## src/rtl/lvds_data_serializer.sv

```systemverilog
// 12-bit word serializer for the LVDS sample stream: training bursts, FIFO-fed data
// words sent LSB-first back to back, and fill words whenever the FIFO runs dry.
module lvds_data_serializer #(
  parameter logic [11:0] TP          = 12'hA5B,
  parameter int unsigned TRAIN_WORDS = 4,
  parameter int unsigned FIFO_DEPTH  = 4,
  parameter logic [11:0] FILL_WORD   = 12'h000
) (
  input  logic        CLK_IN,
  input  logic        Test_N,
  input  logic [11:0] din,
  input  logic        din_valid,
  output logic        din_ready,
  input  logic        retrain,
  output logic        serial_data,
  output logic        word_start,
  output logic        training,
  output logic        underflow,
  output logic [15:0] fill_count
);

  localparam int unsigned AW      = $clog2(FIFO_DEPTH);
  localparam logic [AW:0] DEPTH_L = (AW+1)'(FIFO_DEPTH);
  localparam logic [7:0]  TW_L    = 8'(TRAIN_WORDS);

  typedef enum logic {S_TRAIN, S_DATA} state_t;

  state_t        r_state, w_state_next;
  logic [7:0]    r_word_cnt, w_word_cnt_next;
  logic [3:0]    r_bit_cnt;
  logic [10:0]   r_shift;
  logic          r_serial, r_word_start, r_training, r_underflow;
  logic [15:0]   r_fill_count;
  logic          r_retrain_pending;
  logic [11:0]   r_fifo [FIFO_DEPTH];
  logic [AW-1:0] r_rd_ptr, r_wr_ptr;
  logic [AW:0]   r_count, w_count_next;
  logic          r_din_ready;

  logic          w_load, w_empty, w_full, w_push, w_pop;
  logic          w_sel_train, w_sel_fill, w_rp_clear;
  logic [11:0]   w_word;
  logic [7:0]    w_cnt_inc;

  assign w_load    = (r_bit_cnt == 4'd0);
  assign w_empty   = (r_count == '0);
  assign w_full    = (r_count == DEPTH_L);
  assign w_cnt_inc = r_word_cnt + 8'd1;
  // Occupancy seen by the word selector is the pre-push value, so a word
  // arriving on a load edge into an empty FIFO waits for the next boundary.
  assign w_push       = din_valid && r_din_ready && !w_full;
  assign w_count_next = r_count + (AW+1)'(w_push) - (AW+1)'(w_pop);

  always_comb begin
    w_state_next    = r_state;
    w_word_cnt_next = r_word_cnt;
    w_word          = FILL_WORD;
    w_pop           = 1'b0;
    w_sel_train     = 1'b0;
    w_sel_fill      = 1'b0;
    w_rp_clear      = 1'b0;
    if (w_load) begin
      case (r_state)
        S_TRAIN: begin
          w_word      = TP;
          w_sel_train = 1'b1;
          if (w_cnt_inc >= TW_L) begin
            w_state_next    = S_DATA;
            w_word_cnt_next = '0;
          end else begin
            w_word_cnt_next = w_cnt_inc;
          end
        end
        S_DATA: begin
          if (r_retrain_pending) begin
            // This load is already training word 1 of the new burst.
            w_word      = TP;
            w_sel_train = 1'b1;
            w_rp_clear  = 1'b1;
            if (TW_L <= 8'd1) begin
              w_state_next    = S_DATA;
              w_word_cnt_next = '0;
            end else begin
              w_state_next    = S_TRAIN;
              w_word_cnt_next = 8'd1;
            end
          end else if (!w_empty) begin
            w_word = r_fifo[r_rd_ptr];
            w_pop  = 1'b1;
          end else begin
            w_sel_fill = 1'b1;
          end
        end
        default: w_state_next = S_TRAIN;
      endcase
    end
  end

  always_ff @(posedge CLK_IN) begin
    if (Test_N) begin
      r_state           <= S_TRAIN;
      r_word_cnt        <= '0;
      r_bit_cnt         <= '0;
      r_shift           <= '0;
      r_serial          <= 1'b0;
      r_word_start      <= 1'b0;
      r_training        <= 1'b0;
      r_underflow       <= 1'b0;
      r_fill_count      <= '0;
      r_retrain_pending <= 1'b0;
      r_rd_ptr          <= '0;
      r_wr_ptr          <= '0;
      r_count           <= '0;
      r_din_ready       <= 1'b0;
    end else begin
      r_state           <= w_state_next;
      r_word_cnt        <= w_word_cnt_next;
      r_bit_cnt         <= (r_bit_cnt == 4'd11) ? 4'd0 : r_bit_cnt + 4'd1;
      r_retrain_pending <= retrain || (r_retrain_pending && !w_rp_clear);
      if (w_load) begin
        r_serial     <= w_word[0];
        r_shift      <= w_word[11:1];
        r_word_start <= 1'b1;
        r_training   <= w_sel_train;
        r_underflow  <= w_sel_fill;
        if (w_sel_fill && (r_fill_count != '1))
          r_fill_count <= r_fill_count + 16'd1;
      end else begin
        r_serial     <= r_shift[0];
        r_shift      <= {1'b0, r_shift[10:1]};
        r_word_start <= 1'b0;
        r_underflow  <= 1'b0;
      end
      if (w_push) r_wr_ptr <= r_wr_ptr + AW'(1);
      if (w_pop)  r_rd_ptr <= r_rd_ptr + AW'(1);
      r_count     <= w_count_next;
      r_din_ready <= (w_count_next != DEPTH_L);
    end
  end

  always_ff @(posedge CLK_IN) begin
    if (!Test_N && w_push) r_fifo[r_wr_ptr] <= din;
  end

  assign din_ready   = r_din_ready;
  assign serial_data = r_serial;
  assign word_start  = r_word_start;
  assign training    = r_training;
  assign underflow   = r_underflow;
  assign fill_count  = r_fill_count;

endmodule

```

## config.mk

```make
export PLATFORM = sky130hd
export DESIGN_NAME = lvds_data_serializer
export DESIGN_NICKNAME = d
export VERILOG_FILES = /design/src/rtl/lvds_data_serializer.sv
export SDC_FILE = /design/constraint.sdc
export NUM_CORES = 1
export LEC_CHECK = 0
export BUFFER_PORTS_ARGS = -buffer_cell sky130_fd_sc_hd__buf_4
export CELL_PAD_IN_SITES_DETAIL_PLACEMENT = 0
export CELL_PAD_IN_SITES_GLOBAL_PLACEMENT = 1
export CORE_MARGIN = 10
export CORE_UTILIZATION = 40
export CTS_BUF_LIST = sky130_fd_sc_hd__clkbuf_8
export DETAILED_ROUTE_END_ITERATION = 10
export HOLD_SLACK_MARGIN = 0.15
export PLACE_DENSITY = 0.63
export SETUP_SLACK_MARGIN = 0.1
export SLEW_MARGIN = 0
export SYNTH_ARGS = -nofsm -noshare
export SYNTH_HDL_FRONTEND = slang
export SYNTH_SLANG_ARGS = --single-unit
```

## constraint.sdc

```tcl
create_clock -name CLK_IN -period 3.8 [get_ports CLK_IN]
set_input_delay 1.14 -clock CLK_IN [delete_from_list [all_inputs] [get_ports CLK_IN]]
set_output_delay 1.14 -clock CLK_IN [all_outputs]
set_load 0.03 [all_outputs]
```

* Word-level counts from Yosys, hierarchy flattened *
Memories as Yosys holds them, arrays and structs flattened. A register that Yosys moved wholly into a read port is not among the register bits.
Index checks and enable logic that the tools add are counted.

operators by class
  add/sub/neg operators = 7
  muxes and demuxes = 28
  bitwise gates (word level) = 2
  equality and inequality tests = 5
  order comparisons = 1
  divide/modulo/power cells = 0
  shift operators = 0
  reduce and logical (&&, ||, !) cells = 15
  multipliers = 0

operators with widths
  operator                                                                             number
  12-bit two-way mux                                                                   2
  12-bit case mux with 2 select lines                                                  1
  1-bit two-way mux                                                                    17
  16-bit by 1-bit adder with 16-bit output, second input constant                      1
  8-bit two-way mux                                                                    2
  16-bit inequality test, second input constant                                        1
  8-bit case mux with 2 select lines                                                   1
  10-bit two-way mux                                                                   1
  8-bit by 1-bit adder with 8-bit output, second input constant                        1
  8-bit by 3-bit greater-or-equal comparator with 1-bit output, second input constant  1
  1-bit logical AND                                                                    5
  2-bit by 1-bit adder with 2-bit output, second input constant                        2
  4-bit by 1-bit adder with 4-bit output, second input constant                        1
  4-bit equality test, second input constant                                           1
  4-bit logical NOT                                                                    1
  2-bit two-way mux                                                                    2
  1-bit case mux with 2 select lines                                                   2
  2-bit AND reduction                                                                  2
  2-bit OR reduction                                                                   2
  3-bit by 1-bit adder with 3-bit output                                               1
  3-bit equality test, second input constant                                           1
  1-bit logical NOT                                                                    3
  3-bit logical NOT                                                                    1
  3-bit inequality test, second input constant                                         1
  other kinds (4)                                                                      5

storage, ports and cells
  memories kept = 1
  bits in registers = 53
  latch bits = 0
  memory bits (writable) = 48
  logic and storage cells = 74
  memory bits (read-only) = 0

memories
  memory  words  width  read ports  clocked after Yosys merged registers in  wr ports  line  source
  r_fifo  4      12     1           1                                        1         35    logic [11:0] r_fifo [FIFO_DEPTH];

* Depth between registers and ports, before layout *
Gate-level depths: netlist of the first run.

  word-level depth = 7
  mapped depth = 13

* Worst setup path before layout of the first run *
OpenSTA, ideal clock, no wires.

  kind = input -> register
  start point = in din_valid
  end point = reg r_din_ready (netlist: din_ready)
  required time = 3,672 ps
  stages on the path = 11
  arrival time = 2,887 ps
  slack = 785 ps
  buffers on the path = 0
  library setup time = 128 ps
  cells stage by stage = nand2_1 -> a21oi_1 -> inv_1 -> ha_1 -> inv_1 -> ha_1 -> fa_1 -> xnor2_1 -> xnor2_1 -> nor3_1 -> nor2_1

between the ends
  cells in the longest elaborated chain, start to end = 5

RTL lines
  item                                         line  source
  start: declaration                           12    input logic din_valid,
  1-bit logical AND (2 in series)              51    assign w_push = din_valid && r_din_ready && !w_full;
  3-bit by 1-bit adder with 3-bit output       52    assign w_count_next = r_count + (AW+1)'(w_push) - (AW+1)'(w_pop);
  3-bit by 1-bit subtractor with 3-bit output  52
  3-bit inequality test                        137   r_din_ready <= (w_count_next != DEPTH_L);
  end signal: assignment                       137
  end: declaration                             38    logic r_din_ready;

Every way passes these cells.
A chain may end at the register's enable or synchronous reset.

* Worst setup path in the final report of the first run *
Same ends and word-level chain as after synthesis.

==> results of run 1 <==
cell type report:
class	instances	area share (%)
sequential	103	52.7
multi-input combinational	210	33.0
timing repair buffer	37	5.75
tap	136	3.53
clock buffer	9	2.57
clock inverter	7	1.48
inverter	13	1.01
worst reg2reg max path, delay by kind of cell (launching register included):
family | cells | cell delay [ps]
buffers and inverters | 1 | 40
adder cells (fa/ha/maj) | 3 | 870
AND/OR/NAND/NOR | 4 | 1090
flip-flops | 1 | 380
XOR/XNOR | 2 | 290
Yosys cell counts (all sizes together) (6+ instances only):
master  number  area share, %
mux4        12            6.4
ha          10            2.9
nand4        8            1.3
and2        11            1.6
o31ai        9            1.6
or4          9            1.6
xnor2        6            1.2
nand2       12            1.1
a22oi        6            1.1
a21oi       25            2.9
buf          8            1.0
nor2        28            2.5
clkbuf       6           0.53
nor3         8            1.2
and3         8            1.2
nand3        7           0.82
nor2b        7            1.0
dfxtp       55             26
edfxtp      48             34
o21ai       10            1.2
inv         13            1.1
cells by family (layout without fill, tap and decap cells):
| group | Yosys count | in the layout | synth area share, % |
|---|---|---|---|
| AO/OA/AOI/OAI | 61 | 61 | 8.83 |
| flip-flops | 103 | 103 | 59.8 |
| adder cells (fa/ha/maj) | 11 | 11 | 3.41 |
| multiplexers | 15 | 15 | 7.15 |
| buffers and inverters | 27 | 66 | 2.71 |
| AND/OR/NAND/NOR | 114 | 114 | 16.2 |
| XOR/XNOR | 9 | 9 | 1.85 |
stage by stage:
stage               setup slack, ps  hold WS (ps)  cells
finish                          895           488    515
global route                    666           503    515
CTS                             914           492    515
detailed placement              509           462    499
global placement                560           465    499
floorplan                       785           446    340
power by group through the flow:
stage	registers (mW)	clock network [mW]	logic [mW]
6_report	1.29	0.685	0.336
5_1_grt	1.31	0.762	0.379
4_1_cts	1.30	0.716	0.345
3_5_place_dp	1.32	0	0.343
3_3_place_gp	1.32	0	0.340
2_1_floorplan	1.32	0	0.239
metal layers:
| metal | track usage, % | wire length, um | vias to the layer above |
|---|---|---|---|
| li1 | - | - | 1342 |
| met1 | 13.7 | 3730 | 1305 |
| met2 | 18.7 | 3990 | 38 |
| met3 | 4.10 | 296 | 13 |
| met4 | 3.93 | 143 | 0 |
| met5 | 0 | 0 | - |
placed cells by master, fill, tap and decap left out, types with 2 or more instances in the layout:
| master | netlist | layout |
|---|---|---|
| dfxtp_1 | 55 | 55 |
| edfxtp_1 | 48 | 48 |
| buf_4 | 0 | 37 |
| nor2_1 | 28 | 28 |
| a21oi_1 | 25 | 25 |
| inv_1 | 13 | 15 |
| mux4_2 | 12 | 12 |
| nand2_1 | 11 | 11 |
| and2_1 | 11 | 11 |
| o21ai_0 | 10 | 10 |
| ha_1 | 10 | 10 |
| o31ai_1 | 9 | 9 |
| or4_1 | 9 | 9 |
| clkbuf_8 | 0 | 9 |
| and3_1 | 8 | 8 |
| nor2b_1 | 7 | 7 |
| nand4_1 | 7 | 7 |
| nand3_1 | 7 | 7 |
| nor3_1 | 6 | 6 |
| a22oi_1 | 6 | 6 |
| xnor2_1 | 6 | 6 |
| or3_1 | 3 | 3 |
| xor2_1 | 3 | 3 |
| and4_1 | 3 | 3 |
| mux2_2 | 3 | 3 |
| o41ai_1 | 3 | 3 |
| inv_6 | 0 | 3 |
| or3b_1 | 2 | 2 |
| nor3_2 | 2 | 2 |
| nor4b_4 | 2 | 2 |
| a31oi_1 | 2 | 2 |
registers in the layout (all words and copies together), names as in the netlist, named ones only:
register and cells:
training 1, underflow 1, r_state 1, serial_data 1
r_bit_cnt 4, r_retrain_pending 1, din_ready 1, r_shift 11
fill_count 16, r_count 3, r_fifo 48, word_start 1
r_rd_ptr 2, r_wr_ptr 2, r_word_cnt 8
path summary, 6_finish.rpt:
path | from | cells past startpoint | slack, ps | endpoint
worst max-delay path | din_valid | 12 | 900 | din_ready$_SDFF_PP0_
worst max register to register | r_count[2]$_SDFF_PP0_ | 10 | 1030 | din_ready$_SDFF_PP0_
worst min-delay path | r_word_cnt[4]$_SDFFE_PP0P_ | 1 | 490 | r_word_cnt[4]$_SDFFE_PP0P_
worst min register to register | r_word_cnt[4]$_SDFFE_PP0P_ | 1 | 490 | r_word_cnt[4]$_SDFFE_PP0P_
==> results.json, run 1 <==
{
  "status": "finished, final reports clean",
  "h-tree-depth": 3,
  "critPathSlowestCell": "a21oi_1",
  "synth_area_mm2": 0.00425,
  "holdBufCountCts": 0,
  "first_global_vias": 2622,
  "p_sw_share_pct": 27.2,
  "grt_antenna_before_repair": 0,
  "clock_skew_ps": 6.27,
  "cp.buffers_inverters": 3,
  "nNetsFinal": 401,
  "synth_area_per_cell_um2": 12.5,
  "finish.utilization_pct": 46.8,
  "cts_inserted_buffers": 9,
  "wl_mm": 8.17,
  "slowest_delay_ps": 390,
  "path_max_fanout": 7,
  "p_sw_mw": 0.631,
  "die_w_um": 123,
  "synthArstFlopShare_pct": 0,
  "synth-seq-cells": 103,
  "worstPathArrival_ps": 3150,
  "setup_viol": 0,
  "clock.fmax_mhz": 344,
  "io_buffer_count": 36,
  "initial_utilization_pct": 41.2,
  "min_path_type": "flip-flop to flip-flop",
  "grt_overflow": 0,
  "p_leak_nw": 1.73,
  "pwr-share-comb_pct": 14.5,
  "drive_gt1_share_pct": 19.5,
  "gp_congestion": 0.754,
  "netlist-cell-type-count": 47,
  "crit_type": "input port to flip-flop",
  "grt_max_degree": 49,
  "design_area_mm2": 0.00483,
  "place_hpwl_mm": 5.39,
  "drv_slew": 0,
  "vdd.ir_drop.worst_mv": 0.333,
  "remaining_drc_errors": 0,
  "die-area_mm2": 0.0151,
  "seq_area_mm2": 0.00254,
  "wire_per_inst_um": 15.9,
  "placed_area_mm2": 0.00463,
  "worstPathRequired_ps": 4050,
  "clk_pin_slew_ps": 90,
  "vias_per_cell": 5.24,
  "ys.flop_type": "dfxtp_1",
  "cts_resized": 0,
  "fillers": 929,
  "crit_path_end_kind": "flip-flop",
  "core_mm2": 0.0103,
  "hold_viol": 0,
  "finalCritPeriodShare_pct": 76.4,
  "clock_sinks": 103,
  "critPathTopFamily": "adder cells",
  "seq_power_share_pct": 55.9,
  "syn_inst": 340,
  "maxCapViolCount": 0,
  "pin_count": 37,
  "power_frac_clock_pct": 29.6,
  "cts_buffer_depth": 2,
  "finalPower_mw": 2.32,
  "slew_headroom_pct": 43.5,
  "worstSkewPairLatency_ps": 370,
  "synth_edf_count": 48,
  "syn_nets": 367,
  "grt_use_total_pct": 11.4,
  "grt_pass1_wl_mm": 13.3,
  "worstPathCellList": "buf_4 -> nand2_1 -> a21oi_1 -> inv_1 -> ha_1 -> inv_1 -> ha_1 -> fa_1 -> xnor2_1 -> xnor2_1 -> nor3_1 -> nor2_1",
  "n_antenna_cell": 0,
  "ant_nets": 0,
  "min_period_ps": 2900,
  "rsz0062_at_grt": "false",
  "rows": 37,
  "multiInputGateArea_mm2": 0.00159,
  "yosys_warnings": 0,
  "cts_tree": "yes",
  "syn_to_final_growth_pct": 13.6,
  "root_buffer": "clkbuf_8",
  "drt-initial-drc-count": 167,
  "die_y_um": 123,
  "vias": 2698,
  "setup_tns_ps": 0,
  "cp-start-kind": "input port",
  "post_cts_buffers": 0,
  "p_per_area_mw_per_mm2": 480,
  "internal-power_mw": 1.68,
  "seq_area_frac_synth_pct": 59.8,
  "dr.pass1.iters": 4,
  "worstMarginPinSlew_ps": 846
}
No activity file was read; power rests on OpenSTA's default activity.
==> run 2: changes to the inputs <==
--- a/config.mk
+++ b/config.mk
@@ -13,7 +13,7 @@
 export CTS_BUF_LIST = sky130_fd_sc_hd__clkbuf_8
 export DETAILED_ROUTE_END_ITERATION = 10
 export HOLD_SLACK_MARGIN = 0.15
-export PLACE_DENSITY = 0.63
+export PLACE_DENSITY = 0.66
 export SETUP_SLACK_MARGIN = 0.1
 export SLEW_MARGIN = 0
 export SYNTH_ARGS = -nofsm -noshare
==> constraint.sdc (replaced) <==
create_clock -name CLK_IN -period 2.4 [get_ports CLK_IN]
set_input_delay 0.72 -clock CLK_IN [delete_from_list [all_inputs] [get_ports CLK_IN]]
set_output_delay 0.72 -clock CLK_IN [all_outputs]
set_load 0.03 [all_outputs]
==> results.json, run 2 (synthesized netlist as in run 1, its figures left out) <==
{
  "dp_slack_ps": -111,
  "crit_start": "r_count[2]$_SDFF_PP0_",
  "clock_skew_ps": 10.2,
  "grt_max_degree": 21,
  "die_y_um": 123,
  "ant_nets": 0,
  "regMostFlops": "r_fifo",
  "wire_per_inst_um": 16.1,
  "die_w_um": 123,
  "setup_tns_ps": 0,
  "crit_type": "flip-flop to flip-flop",
  "syn_to_final_growth_pct": 19.3,
  "rows": 37,
  "whs_ps": 483,
  "cts_tree": "yes",
  "first_global_vias": 2842,
  "gp_congestion": 0.785,
  "final_common_cell": "buf_4",
  "grt_pass1_wl_mm": 14.4,
  "cts_buffer_depth": 2,
  "clock_sinks": 103,
  "grt_antenna_before_repair": 0,
  "worstPathArrival_ps": 2570,
  "drv_slew": 0,
  "remaining_drc_errors": 0,
  "reg2reg_from": "r_count[2]$_SDFF_PP0_",
  "fillers": 958,
  "rsz0062_at_grt": "true",
  "crit_path_end_kind": "flip-flop",
  "holdBufCountCts": 0,
  "h-tree-depth": 3,
  "critPathTopFamily": "simple AND/OR/NAND/NOR gates",
  "drt-initial-drc-count": 135,
  "p_sw_mw": 1.11,
  "pwr-share-comb_pct": 18.6,
  "io_buffer_count": 36,
  "slew_headroom_pct": 56.7,
  "wl_mm": 8.68,
  "placed_area_mm2": 0.00486,
  "reg2reg_to": "din_ready$_SDFF_PP0_",
  "n_antenna_cell": 0,
  "seq_power_share_pct": 53.0,
  "finish.utilization_pct": 49.1,
  "r2r.worst_path.cells": 10,
  "critPathSlowestCell": "dfxtp_4",
  "core_mm2": 0.0103,
  "p_leak_nw": 1.86,
  "initial_utilization_pct": 41.2,
  "setup_viol": 0,
  "place_hpwl_mm": 6.00,
  "largest_register_ffs": 48,
  "power_frac_clock_pct": 28.4,
  "slowest_delay_ps": 380,
  "worstPathCellList": "or3_4 -> and3_4 -> ha_4 -> inv_2 -> ha_4 -> fa_2 -> xnor2_2 -> xnor2_1 -> nor3_1 -> nor2_1",
  "final_cell_mix": "buf_4, dfxtp_1, edfxtp_1, nor2_1, a21oi_1",
  "clock.fmax_mhz": 436,
  "dr.pass1.iters": 4,
  "internal-power_mw": 2.73,
  "p_sw_share_pct": 29.0,
  "grt_overflow": 0,
  "path_max_fanout": 4,
  "design_area_mm2": 0.00507,
  "p_per_area_mw_per_mm2": 758,
  "cts_inserted_buffers": 9,
  "worstPathRequired_ps": 2680,
  "min_period_ps": 2290,
  "grt_use_total_pct": 12.2,
  "die-area_mm2": 0.0151,
  "vias": 2785,
  "worstMarginPinSlew_ps": 650,
  "vias_per_cell": 5.17,
  "drive_gt1_share_pct": 28.3,
  "hold_viol": 0,
  "worstHoldEndpoint": "serial_data$_SDFF_PP0_",
  "min_from": "r_shift[0]$_SDFF_PP0_",
  "clk_pin_slew_ps": 100,
  "worst_slack_ps": 106,
  "maxCapViolCount": 0,
  "pin_count": 37,
  "cp-start-kind": "flip-flop",
  "nNetsFinal": 425,
  "vdd.ir_drop.worst_mv": 0.527,
  "finalCritPeriodShare_pct": 95.6,
  "min_path_type": "flip-flop to flip-flop",
  "hold_depth": 2,
  "crit_top_cell": "ha_4",
  "r2r_setup_slack_ps": 110,
  "worstSkewPairLatency_ps": 380,
  "root_buffer": "clkbuf_8",
  "cp.buffers_inverters": 1,
  "status": "finished, final reports clean"
}
==> run 2: cell type report <==
cell class | count | area [um^2] | share of cell area (%)
Sequential cell | 103 | 2550 | 50.3
Multi-Input combinational cell | 210 | 1650 | 32.5
Timing Repair Buffer | 61 | 458 | 9.03
Tap cell | 136 | 170 | 3.36
Clock buffer | 10 | 138 | 2.71
Clock inverter | 6 | 58.8 | 1.16
Inverter | 13 | 48.8 | 0.962
==> run 2: power by group through the flow <==
stage                     clock [mW]  sequential (mW)  combinational [mW]
after floorplan                    0             2.11               0.442
after global placement             0             2.07               0.706
after detailed placement           0             2.08               0.712
after CTS                       1.13             2.04               0.715
after global routing            1.20             2.05               0.793
final                           1.09             2.04               0.714
==> run 2: per-stage QoR <==
step,total power [mW],std cells
3_3_place_gp,2.78,523
4_1_cts,3.88,539
5_1_grt,4.05,539
6_report,3.84,539
3_5_place_dp,2.79,523
2_1_floorplan,2.55,340
==> run 2: repair_timing <==
item | CTS | global route
endpoints found under the setup margin | 1 | 2
buffers inserted | 0 | 0
gates cloned | 0 | 0
gates resized for setup | 0 | 5
==> run 2: worst reg2reg max path: stages, from the launching register on <==
cell,delay [ps]
dfxtp_4,380
or3_4,380
and3_4,170
ha_4,260
inv_2,30
ha_4,140
fa_2,350
xnor2_2,140
xnor2_1,140
nor3_1,150
nor2_1,50
==> run 2: metal layers <==
| metal | global-route usage, % | vias up | part of all wire [%] | routed length [um] |
|---|---|---|---|---|
| met5 | 0 | - | 0 | 0 |
| met2 | 19.9 | 33 | 49 | 4280 |
| met1 | 15.1 | 1354 | 46 | 3970 |
| met4 | 3.28 | 0 | 1.3 | 117 |
| met3 | 4.15 | 10 | 3.6 | 309 |
| li1 | - | 1388 | - | - |
==> run 2: worst max-delay path by stage <==
stage / to / slack (ps) / depth (start not counted)
after floorplan: din_ready$_SDFF_PP0_ / -70 / 12
final: din_ready$_SDFF_PP0_ / 110 / 10
after global routing: din_ready$_SDFF_PP0_ / 5 / 12
after detailed placement: din_ready$_SDFF_PP0_ / -110 / 12
after CTS: din_ready$_SDFF_PP0_ / 90 / 10
after global placement: din_ready$_SDFF_PP0_ / -40 / 12
